===== src/rtl/adder_pipe_if.sv =====
// Operand/result handshake bundle for adder_pipe.
// master = operand source and result consumer, slave = the adder.
interface adder_pipe_if #(
    parameter int DATA_WIDTH = 32,
    parameter int TAG_WIDTH  = 4
);
    logic                  in_valid;
    logic                  in_ready;
    logic [DATA_WIDTH-1:0] a;
    logic [DATA_WIDTH-1:0] b;
    logic                  cin;
    logic                  op_sub;
    logic                  sat_req;
    logic [TAG_WIDTH-1:0]  in_tag;
    logic                  out_valid;
    logic                  out_ready;
    logic [DATA_WIDTH:0]   sum_ext;
    logic                  overflow;
    logic [TAG_WIDTH-1:0]  out_tag;

    modport master (
        output in_valid, a, b, cin, op_sub, sat_req, in_tag, out_ready,
        input  in_ready, out_valid, sum_ext, overflow, out_tag
    );

    modport slave (
        input  in_valid, a, b, cin, op_sub, sat_req, in_tag, out_ready,
        output in_ready, out_valid, sum_ext, overflow, out_tag
    );
endinterface


===== src/rtl/adder_pipe.sv =====
// Pipelined add/subtract unit: carry chain cut into NUM_STAGES segments, valid/ready with stall.
// Optional signed saturation on overflow is built when ADDER_PIPE_SAT_EN is defined.
module adder_pipe #(
    parameter int DATA_WIDTH = 32,
    parameter int NUM_STAGES = 4,
    parameter int TAG_WIDTH  = 4
) (
    input  logic        clk,
    input  logic        rst,
    adder_pipe_if.slave bus
);
    localparam int SEG  = DATA_WIDTH / NUM_STAGES;
    localparam int MSB  = DATA_WIDTH - 1;
    localparam int LAST = NUM_STAGES - 1;

    if (NUM_STAGES < 1 || NUM_STAGES > DATA_WIDTH) begin : g_bad_stages
        $error("adder_pipe: NUM_STAGES must lie in 1..DATA_WIDTH");
    end
    if ((DATA_WIDTH % NUM_STAGES) != 0) begin : g_bad_seg
        $error("adder_pipe: DATA_WIDTH must be divisible by NUM_STAGES");
    end

    // Rank 0 holds captured operands; rank k has k carry segments resolved.
    logic [NUM_STAGES-1:0] vld_q, vld_d;
    logic [NUM_STAGES-1:0] cy_q,  cy_d;
    logic [NUM_STAGES-1:0] sub_q, sub_d;
    logic [NUM_STAGES-1:0] sat_q, sat_d;
    logic [DATA_WIDTH-1:0] a_q   [NUM_STAGES];
    logic [DATA_WIDTH-1:0] a_d   [NUM_STAGES];
    logic [DATA_WIDTH-1:0] b_q   [NUM_STAGES];
    logic [DATA_WIDTH-1:0] b_d   [NUM_STAGES];
    logic [DATA_WIDTH-1:0] sum_q [NUM_STAGES];
    logic [DATA_WIDTH-1:0] sum_d [NUM_STAGES];
    logic [TAG_WIDTH-1:0]  tag_q [NUM_STAGES];
    logic [TAG_WIDTH-1:0]  tag_d [NUM_STAGES];

    logic                  out_vld_q, out_vld_d;
    logic [DATA_WIDTH:0]   sum_ext_q, sum_ext_d;
    logic                  ovf_q,     ovf_d;
    logic [TAG_WIDTH-1:0]  out_tag_q, out_tag_d;

    logic                  advance_s;
    logic [SEG:0]          seg_s;
    logic [SEG:0]          fin_seg_s;
    logic [DATA_WIDTH-1:0] res_s;
    logic [DATA_WIDTH-1:0] out_sum_s;
    logic                  raw_ovf_s;
    logic                  unused_s;

    assign unused_s = ^{sub_q, sat_q};

    // Whole pipe moves together; a held result freezes every rank, bubbles included.
    assign advance_s     = !out_vld_q || bus.out_ready;
    assign bus.in_ready  = advance_s;
    assign bus.out_valid = out_vld_q;
    assign bus.sum_ext   = sum_ext_q;
    assign bus.overflow  = ovf_q;
    assign bus.out_tag   = out_tag_q;

    // Next-state of every rank plus the final segment, overflow and clamp.
    always_comb begin
        vld_d = vld_q;
        cy_d  = cy_q;
        sub_d = sub_q;
        sat_d = sat_q;
        a_d   = a_q;
        b_d   = b_q;
        sum_d = sum_q;
        tag_d = tag_q;
        seg_s = '0;

        vld_d[0] = bus.in_valid;
        a_d[0]   = bus.a;
        b_d[0]   = bus.op_sub ? ~bus.b : bus.b;
        cy_d[0]  = bus.op_sub ? 1'b1 : bus.cin;
        sub_d[0] = bus.op_sub;
        sat_d[0] = bus.sat_req;
        tag_d[0] = bus.in_tag;
        sum_d[0] = '0;

        for (int k = 1; k < NUM_STAGES; k++) begin
            seg_s = {1'b0, a_q[k-1][(k-1)*SEG +: SEG]}
                  + {1'b0, b_q[k-1][(k-1)*SEG +: SEG]}
                  + {{SEG{1'b0}}, cy_q[k-1]};
            vld_d[k] = vld_q[k-1];
            a_d[k]   = a_q[k-1];
            b_d[k]   = b_q[k-1];
            sub_d[k] = sub_q[k-1];
            sat_d[k] = sat_q[k-1];
            tag_d[k] = tag_q[k-1];
            sum_d[k] = sum_q[k-1];
            sum_d[k][(k-1)*SEG +: SEG] = seg_s[SEG-1:0];
            cy_d[k]  = seg_s[SEG];
        end

        fin_seg_s = {1'b0, a_q[LAST][LAST*SEG +: SEG]}
                  + {1'b0, b_q[LAST][LAST*SEG +: SEG]}
                  + {{SEG{1'b0}}, cy_q[LAST]};
        res_s = sum_q[LAST];
        res_s[LAST*SEG +: SEG] = fin_seg_s[SEG-1:0];
        raw_ovf_s = (a_q[LAST][MSB] == b_q[LAST][MSB]) && (res_s[MSB] != a_q[LAST][MSB]);

        out_sum_s = res_s;
`ifdef ADDER_PIPE_SAT_EN
        if (sat_q[LAST] && raw_ovf_s) begin
            out_sum_s = a_q[LAST][MSB] ? {1'b1, {MSB{1'b0}}} : {1'b0, {MSB{1'b1}}};
        end else begin
            out_sum_s = res_s;
        end
`endif

        out_vld_d = vld_q[LAST];
        sum_ext_d = {fin_seg_s[SEG], out_sum_s};
        ovf_d     = raw_ovf_s;
        out_tag_d = tag_q[LAST];
    end

    // Pipeline and output registers; reset discards everything in flight.
    always_ff @(posedge clk) begin
        if (rst) begin
            vld_q     <= '0;
            cy_q      <= '0;
            sub_q     <= '0;
            sat_q     <= '0;
            a_q       <= '{default: '0};
            b_q       <= '{default: '0};
            sum_q     <= '{default: '0};
            tag_q     <= '{default: '0};
            out_vld_q <= 1'b0;
            sum_ext_q <= '0;
            ovf_q     <= 1'b0;
            out_tag_q <= '0;
        end else if (advance_s) begin
            vld_q     <= vld_d;
            cy_q      <= cy_d;
            sub_q     <= sub_d;
            sat_q     <= sat_d;
            a_q       <= a_d;
            b_q       <= b_d;
            sum_q     <= sum_d;
            tag_q     <= tag_d;
            out_vld_q <= out_vld_d;
            sum_ext_q <= sum_ext_d;
            ovf_q     <= ovf_d;
            out_tag_q <= out_tag_d;
        end
    end
endmodule


===== src/flat_wrapper.sv =====
// flat-port wrapper written by rule: the top's interface ports become plain ports
module adder_pipe_flat 
#(
    parameter int DATA_WIDTH = 32,
    parameter int NUM_STAGES = 4,
    parameter int TAG_WIDTH  = 4
)
  (clk, rst, bus_in_valid, bus_a, bus_b, bus_cin, bus_op_sub, bus_sat_req, bus_in_tag, bus_out_ready, bus_in_ready, bus_out_valid, bus_sum_ext, bus_overflow, bus_out_tag);
  adder_pipe_if #(.DATA_WIDTH(DATA_WIDTH), .TAG_WIDTH(TAG_WIDTH)) bus_i ();
  input  logic clk;
  input  logic rst;
  input wire logic [$bits(bus_i.in_valid)-1:0] bus_in_valid;
  input wire logic [$bits(bus_i.a)-1:0] bus_a;
  input wire logic [$bits(bus_i.b)-1:0] bus_b;
  input wire logic [$bits(bus_i.cin)-1:0] bus_cin;
  input wire logic [$bits(bus_i.op_sub)-1:0] bus_op_sub;
  input wire logic [$bits(bus_i.sat_req)-1:0] bus_sat_req;
  input wire logic [$bits(bus_i.in_tag)-1:0] bus_in_tag;
  input wire logic [$bits(bus_i.out_ready)-1:0] bus_out_ready;
  output wire logic [$bits(bus_i.in_ready)-1:0] bus_in_ready;
  output wire logic [$bits(bus_i.out_valid)-1:0] bus_out_valid;
  output wire logic [$bits(bus_i.sum_ext)-1:0] bus_sum_ext;
  output wire logic [$bits(bus_i.overflow)-1:0] bus_overflow;
  output wire logic [$bits(bus_i.out_tag)-1:0] bus_out_tag;
  assign bus_i.in_valid = bus_in_valid;
  assign bus_i.a = bus_a;
  assign bus_i.b = bus_b;
  assign bus_i.cin = bus_cin;
  assign bus_i.op_sub = bus_op_sub;
  assign bus_i.sat_req = bus_sat_req;
  assign bus_i.in_tag = bus_in_tag;
  assign bus_i.out_ready = bus_out_ready;
  assign bus_in_ready = bus_i.in_ready;
  assign bus_out_valid = bus_i.out_valid;
  assign bus_sum_ext = bus_i.sum_ext;
  assign bus_overflow = bus_i.overflow;
  assign bus_out_tag = bus_i.out_tag;
  adder_pipe #(.DATA_WIDTH(DATA_WIDTH), .NUM_STAGES(NUM_STAGES), .TAG_WIDTH(TAG_WIDTH)) u_core (.clk(clk), .rst(rst), .bus(bus_i));
endmodule

===== config.mk =====
export PLATFORM = sky130hd
export DESIGN_NAME = adder_pipe_flat
export DESIGN_NICKNAME = d
export VERILOG_FILES = /design/src/rtl/adder_pipe_if.sv /design/src/rtl/adder_pipe.sv /design/src/flat_wrapper.sv
export SDC_FILE = /design/constraint.sdc
export NUM_CORES = 1
export LEC_CHECK = 0
export ABC_AREA = 1
export BUFFER_PORTS_ARGS = -buffer_cell sky130_fd_sc_hd__buf_2
export CAP_MARGIN = 20
export CORE_ASPECT_RATIO = 0.7
export CORE_MARGIN = 8
export CORE_UTILIZATION = 50
export CTS_CLUSTER_DIAMETER = 40
export DETAILED_ROUTE_END_ITERATION = 7
export PLACE_DENSITY = 0.69
export SLEW_MARGIN = 0
export SYNTH_ARGS = -nofsm -noshare
export SYNTH_HDL_FRONTEND = slang
export SYNTH_SLANG_ARGS = --single-unit

===== constraint.sdc =====
create_clock -name clk -period 1.9 [get_ports clk]
set_input_delay 0.285 -clock clk [delete_from_list [all_inputs] [get_ports clk]]
set_output_delay 0.285 -clock clk [all_outputs]
set_load 0.05 [all_outputs]

After elaboration in Yosys (flattened, before gate mapping)
Index checks and enable logic that the tools add are counted.
{"block": "totals", "ff_bits": 367, "in_bits": 75, "output_inout_bits": 40, "wordCells": 37}
{"block": "classes", "n_addsub": 8, "n_eq_ne": 2, "n_mux": 2, "bitwise_logic": 1, "reduce_logical": 3}
{"cell": "$add A8 B8 Y9", "n": 4}
{"cell": "$add A9 B1 Y9", "n": 4}
{"cell": "$mux W32", "n": 1}
{"cell": "$not A32 Y32", "n": 1}
{"cell": "$eq A1 B1 Y1", "n": 1}
{"cell": "$logic_and A1 B1 Y1", "n": 1}
{"cell": "$logic_not A1 Y1", "n": 1}
{"cell": "$logic_or A1 B1 Y1", "n": 1}
{"cell": "$mux W1", "n": 1}
{"cell": "$ne A1 B1 Y1", "n": 1}

Longest topological paths before layout
{"block": "logic_depth", "word_depth": 4, "mapped_depth": 10, "ltp_nobuf": 10}

Least setup slack after synthesis
OpenSTA, ideal clock, no wires.
{"block": "synth_path", "kind": "register -> output", "startpoint": "register u_core.out_vld_q, in the netlist u_core.bus.out_valid", "endpoint": "output port bus_in_ready", "arrival_time_ps": 1485, "required_ps": 1615, "setup_slack_ps": 130, "path_stages_with_launch": 7, "path_buffers": 3, "cell_sequence": "dfxtp_1 inv_1 nor2_4 inv_2 buf_4 buf_6 buf_2"}
{"block": "synth_between", "elab_chain_len": 2}
{"element": "start, declared", "line": "adder_pipe.sv:37", "text": "logic out_vld_q, out_vld_d;"}
{"element": "start signal, assigned", "line": "adder_pipe.sv:142", "text": "out_vld_q <= out_vld_d;"}
{"element": "$logic_not A1 Y1", "line": "adder_pipe.sv:53", "text": "assign advance_s = !out_vld_q || bus.out_ready;"}
{"element": "$logic_or A1 B1 Y1", "line": "adder_pipe.sv:53"}
{"element": "end, declared", "line": "flat_wrapper.sv:20", "text": "output wire logic [$bits(bus_i.in_ready)-1:0] bus_in_ready;"}
No other way between the ends.

Worst setup path after layout
{"block": "layout_path", "startpoint": "register u_core.cy_q[1]", "endpoint": "register u_core.sum_q (netlist bit u_core.sum_d[14])"}
{"block": "layout_between", "elab_chain_len": 1}
{"element": "start, declared", "line": "adder_pipe.sv:25", "text": "logic [NUM_STAGES-1:0] cy_q, cy_d;"}
{"element": "start signal, assigned", "line": "adder_pipe.sv:135", "text": "cy_q <= cy_d;"}
{"element": "$add A9 B1 Y9", "line": "adder_pipe.sv:84", "text": "+ {{SEG{1'b0}}, cy_q[k-1]};"}
{"element": "end signal, assigned", "line": "adder_pipe.sv:140", "text": "sum_q <= sum_d;"}
{"element": "end, declared", "line": "adder_pipe.sv:32", "text": "logic [DATA_WIDTH-1:0] sum_q [NUM_STAGES];"}
No other way between the ends.
A chain may end at the register's enable or synchronous reset.

==> flow_metrics.env <==
export IMPL_remaining_drc_errors=0
export IMPL_nFillCells=2006
export IMPL_max_cap_viol_count=0
export IMPL_nets=1616
export IMPL_syn_to_final_growth_pct=19.8
export IMPL_floorplan_die_area_um2=26800
export IMPL_max_clock_path_buffers=3
export IMPL_netlist_instances=1398
export IMPL_power_leakage_nw=6.52
export IMPL_final_layout_size_suffix_gt1_frac=0.138
export IMPL_die_width_um=192
export IMPL_crit_slowest_cell="fa_2"
export IMPL_cp_end_kind="register"
export IMPL_final_setup_skew_ps=8.31
export IMPL_vias_per_cell=5.08
export IMPL_grt_start_max_net_pins=154
export IMPL_detailroute_via_count=9178
export IMPL_overflow=0
export IMPL_clkSinkCount=271
export IMPL_max_slew_margin_rel=0.639
export IMPL_mappedNetlistArea_um2=10900
export IMPL_drt_wl_total_um=25100
export IMPL_insertion_delay_ps=540
export IMPL_yosys_top_cells_count="nor2_1 (419), dfxtp_1 (271), o21ai_0 (263)"
export IMPL_worstPathMaxFanout=3
export IMPL_drt_pre_antenna_iters=5
export IMPL_area_leader_netlist="dfxtp_1"
export IMPL_worst_endpoint_arrival_ps=2230
export IMPL_routabilityCongestion=0.875
export IMPL_synth_main_ff_cell="dfxtp_1"
export IMPL_cells_along_the_critical_path="fa_2, fa_2, nand3_2, nand2_2, nand2_1, nand2_1, nand2_1, nand3_1, nand3_1, inv_1"
export IMPL_synth_nets=1509
export IMPL_drt_antenna_violating_nets=0
export IMPL_timing_final_max_slew_violations=0
export IMPL_chipHeight_um=139
export IMPL_final_critical_path_setup_slack_ps=95.6
export IMPL_cts_tree="done"
export IMPL_ys_seq_area_frac=0.500
export IMPL_worst_setup_path_type="register to register"
export IMPL_floorplan_core_area_um2=21500
export IMPL_crit_path_start_kind="register"
export IMPL_cts_made_buffers=31
export IMPL_numPortBuffers=113
export IMPL_initial_antenna_violation_count=0
export IMPL_power_density_nw_per_um2=1010
export IMPL_synth_async_reset_ratio=0
export IMPL_reg2reg_to="u_core.sum_d[14]$_SDFFE_PP0P_"
export IMPL_report_final_setup_viol=0
export IMPL_number_of_enable_type_register_cells_in_the_synthesized_netlist=0
export IMPL_cp_slowest_stage_delay_ps=430
export IMPL_multi_input_logic_area_um2=4820
export IMPL_status="completed"
export IMPL_required_ps=2330
export IMPL_ff2ff_path_depth=10
export IMPL_synth_most_common_cell="nor2_1"
export IMPL_setup_repair_after_global_routing_missed_its_margin="no"
export IMPL_post_synth_main_area_contributors="dfxtp_1 (50%), nor2_1 (14%), o21ai_0 (12%), ha_1 (3.2%), a21oi_1 (3.0%)"
export IMPL_hold_class="primary input to register"
export IMPL_number_of_flip_flops_and_latches_in_the_synthesized_netlist=271
export IMPL_yosysWarningCount=0
export IMPL_holdCritStartpoint="bus_a[24]"
export IMPL_global_route_wire_length_before_repair_um=40700
export IMPL_effective_utilization_at_floorplan=0.505
export IMPL_timing_reg2reg_setup_slack_ps=100
export IMPL_register_area_um2=5430
export IMPL_crit_reg2reg_launch="u_core.cy_q[1]$_SDFFE_PP0P_"
export IMPL_minimum_clock_period_after_layout_ps=1800
export IMPL_timing_worst_slew_pin_value_ps=541
export IMPL_finalSetupTns_ps=0
export IMPL_hold_path_depth=3
export IMPL_peakVddDrop_mv=0.652
export IMPL_global_router_s_overall_resource_usage=0.178
export IMPL_yosys_cell_types_count=27
export IMPL_hold_viol_final=0
export IMPL_place_worst_setup_slack_ps=-11.5
export IMPL_synth_largest_type_area_fraction=0.500
export IMPL_antenna_diode_count=0
export IMPL_worst_setup_path_startpoint="u_core.cy_q[1]$_SDFFE_PP0P_"
export IMPL_via_count_of_the_first_global_routing_pass=8642
export IMPL_avgSynthCellArea_um2=7.76
export IMPL_hold_path_end="u_core.a_d[88]$_SDFFE_PP0P_"
export IMPL_fmax_ghz=0.554
export IMPL_clock_transition_time_at_the_flip_flop_clock_pins_of_the_worst_setup_and_hold_paths_ps=60
export IMPL_critPathMostFrequentCell="nand2_1"
export IMPL_wire_per_inst_um=13.9
export IMPL_first_iter_violations=548
export IMPL_post_dp_hpwl_um=16000
export IMPL_timing_final_crit_share=0.950
export IMPL_cts_root_buf="clkbuf_16"
export IMPL_h_tree_depth=1
export IMPL_std_cell_rows=45
export IMPL_floorplan_io_pins=115
==> kinds of logic (layout without fill, tap and decap cells) <==
family / Yosys count / after routing / share of synthesized area
AOI/OAI and AO/OA: 345 / 345 / 0.163
DFF: 271 / 271 / 0.500
xor gates and xnor gates: 44 / 44 / 0.0355
and+or+nand+nor: 548 / 548 / 0.197
buffers and inverters: 154 / 281 / 0.0583
adders and majority gates: 36 / 36 / 0.0470
==> state kept, by name (all words and copies together) (netlist names) <==
signal and cells:
u_core.a_d 72, u_core.a_q 8, u_core.b_d 72, u_core.b_q 8, u_core.bus.out_tag 4, u_core.bus.out_valid 1, u_core.bus.overflow 1, u_core.bus.sum_ext 33
u_core.cy_q 4, u_core.out_sum_s 24, u_core.out_tag_d 4, u_core.sum_d 24, u_core.tag_d 12, u_core.vld_q 4
==> cell usage in the layout, fill, tap and decap left out, types with 28 or more instances in the layout <==
master,netlist,final
clkbuf_16,0,31
a21oi_1,65,65
o21ai_0,263,263
nand2_1,81,80
nand3_1,38,37
ha_1,28,28
dfxtp_1,271,271
xnor2_1,35,35
inv_1,61,60
nor2_1,419,419
buf_2,16,112
==> worst max path at each step <==
stage	to	slack (ps)	cells after the start
6_report	u_core.sum_d[14]$_SDFFE_PP0P_	100	10
5_1_grt	u_core.sum_d[14]$_SDFFE_PP0P_	2	10
4_1_cts	bus_in_ready	5	4
3_5_place_dp	u_core.sum_d[14]$_SDFFE_PP0P_	-10	10
3_3_place_gp	u_core.sum_d[14]$_SDFFE_PP0P_	20	10
2_1_floorplan	bus_in_ready	130	6
==> report_power, final <==
group | switching (W) | internal (W)
combinational | 0.000659 | 0.000436
sequential | 0.000185 | 0.00604
clock | 0.00231 | 0.00349
==> per-stage QoR <==
step | instance area (µm²) | instances | utilization | power (W) | hold WS, ps
6_report | 13000 | 1807 | 0.604 | 0.0131 | 19.9
5_1_grt | 13000 | 1807 | 0.604 | 0.0137 | 31.1
4_1_cts | 12900 | 1798 | 0.599 | 0.0132 | 0.617
3_5_place_dp | 11700 | 1725 | 0.542 | 0.00740 | 440
3_3_place_gp | 11700 | 1725 | 0.542 | 0.00737 | 431
2_1_floorplan | 10900 | 1398 | - | 0.00704 | 354
==> area by class of cell <==
cell class | instances | area share
Multi-Input combinational cell | 973 | 0.371
Inverter | 62 | 0.0203
Sequential cell | 271 | 0.417
Clock buffer | 41 | 0.0672
Clock inverter | 12 | 0.0107
Timing Repair Buffer | 163 | 0.0839
Tap cell | 282 | 0.0271
Timing Repair inverter | 3 | 0.00260
==> per-layer routing <==
layer / wire length (µm) / vias up / GRT usage
li1: - / 4741 / -
met1: 11700 / 4230 / 0.230
met2: 11800 / 162 / 0.303
met3: 1070 / 45 / 0.0310
met4: 525 / 0 / 0.0473
met5: 0 / - / 0
==> worst max-delay path: cells and delay by family, from the launching register on <==
family | cells | cell delay (ps)
fa+ha+maj | 2 | 820
simple gates | 7 | 500
flops | 1 | 340
buf+inv | 1 | 40
==> repair_timing <==
action                     CTS  global route
buffers inserted             1             6
hold endpoints to repair    19             0
hold buffers                19             0
pin swaps                    1             3
cloned                       0             3
setup endpoints to repair    2             8
resized for setup            5             8
Power figures use the tool's default switching activity.
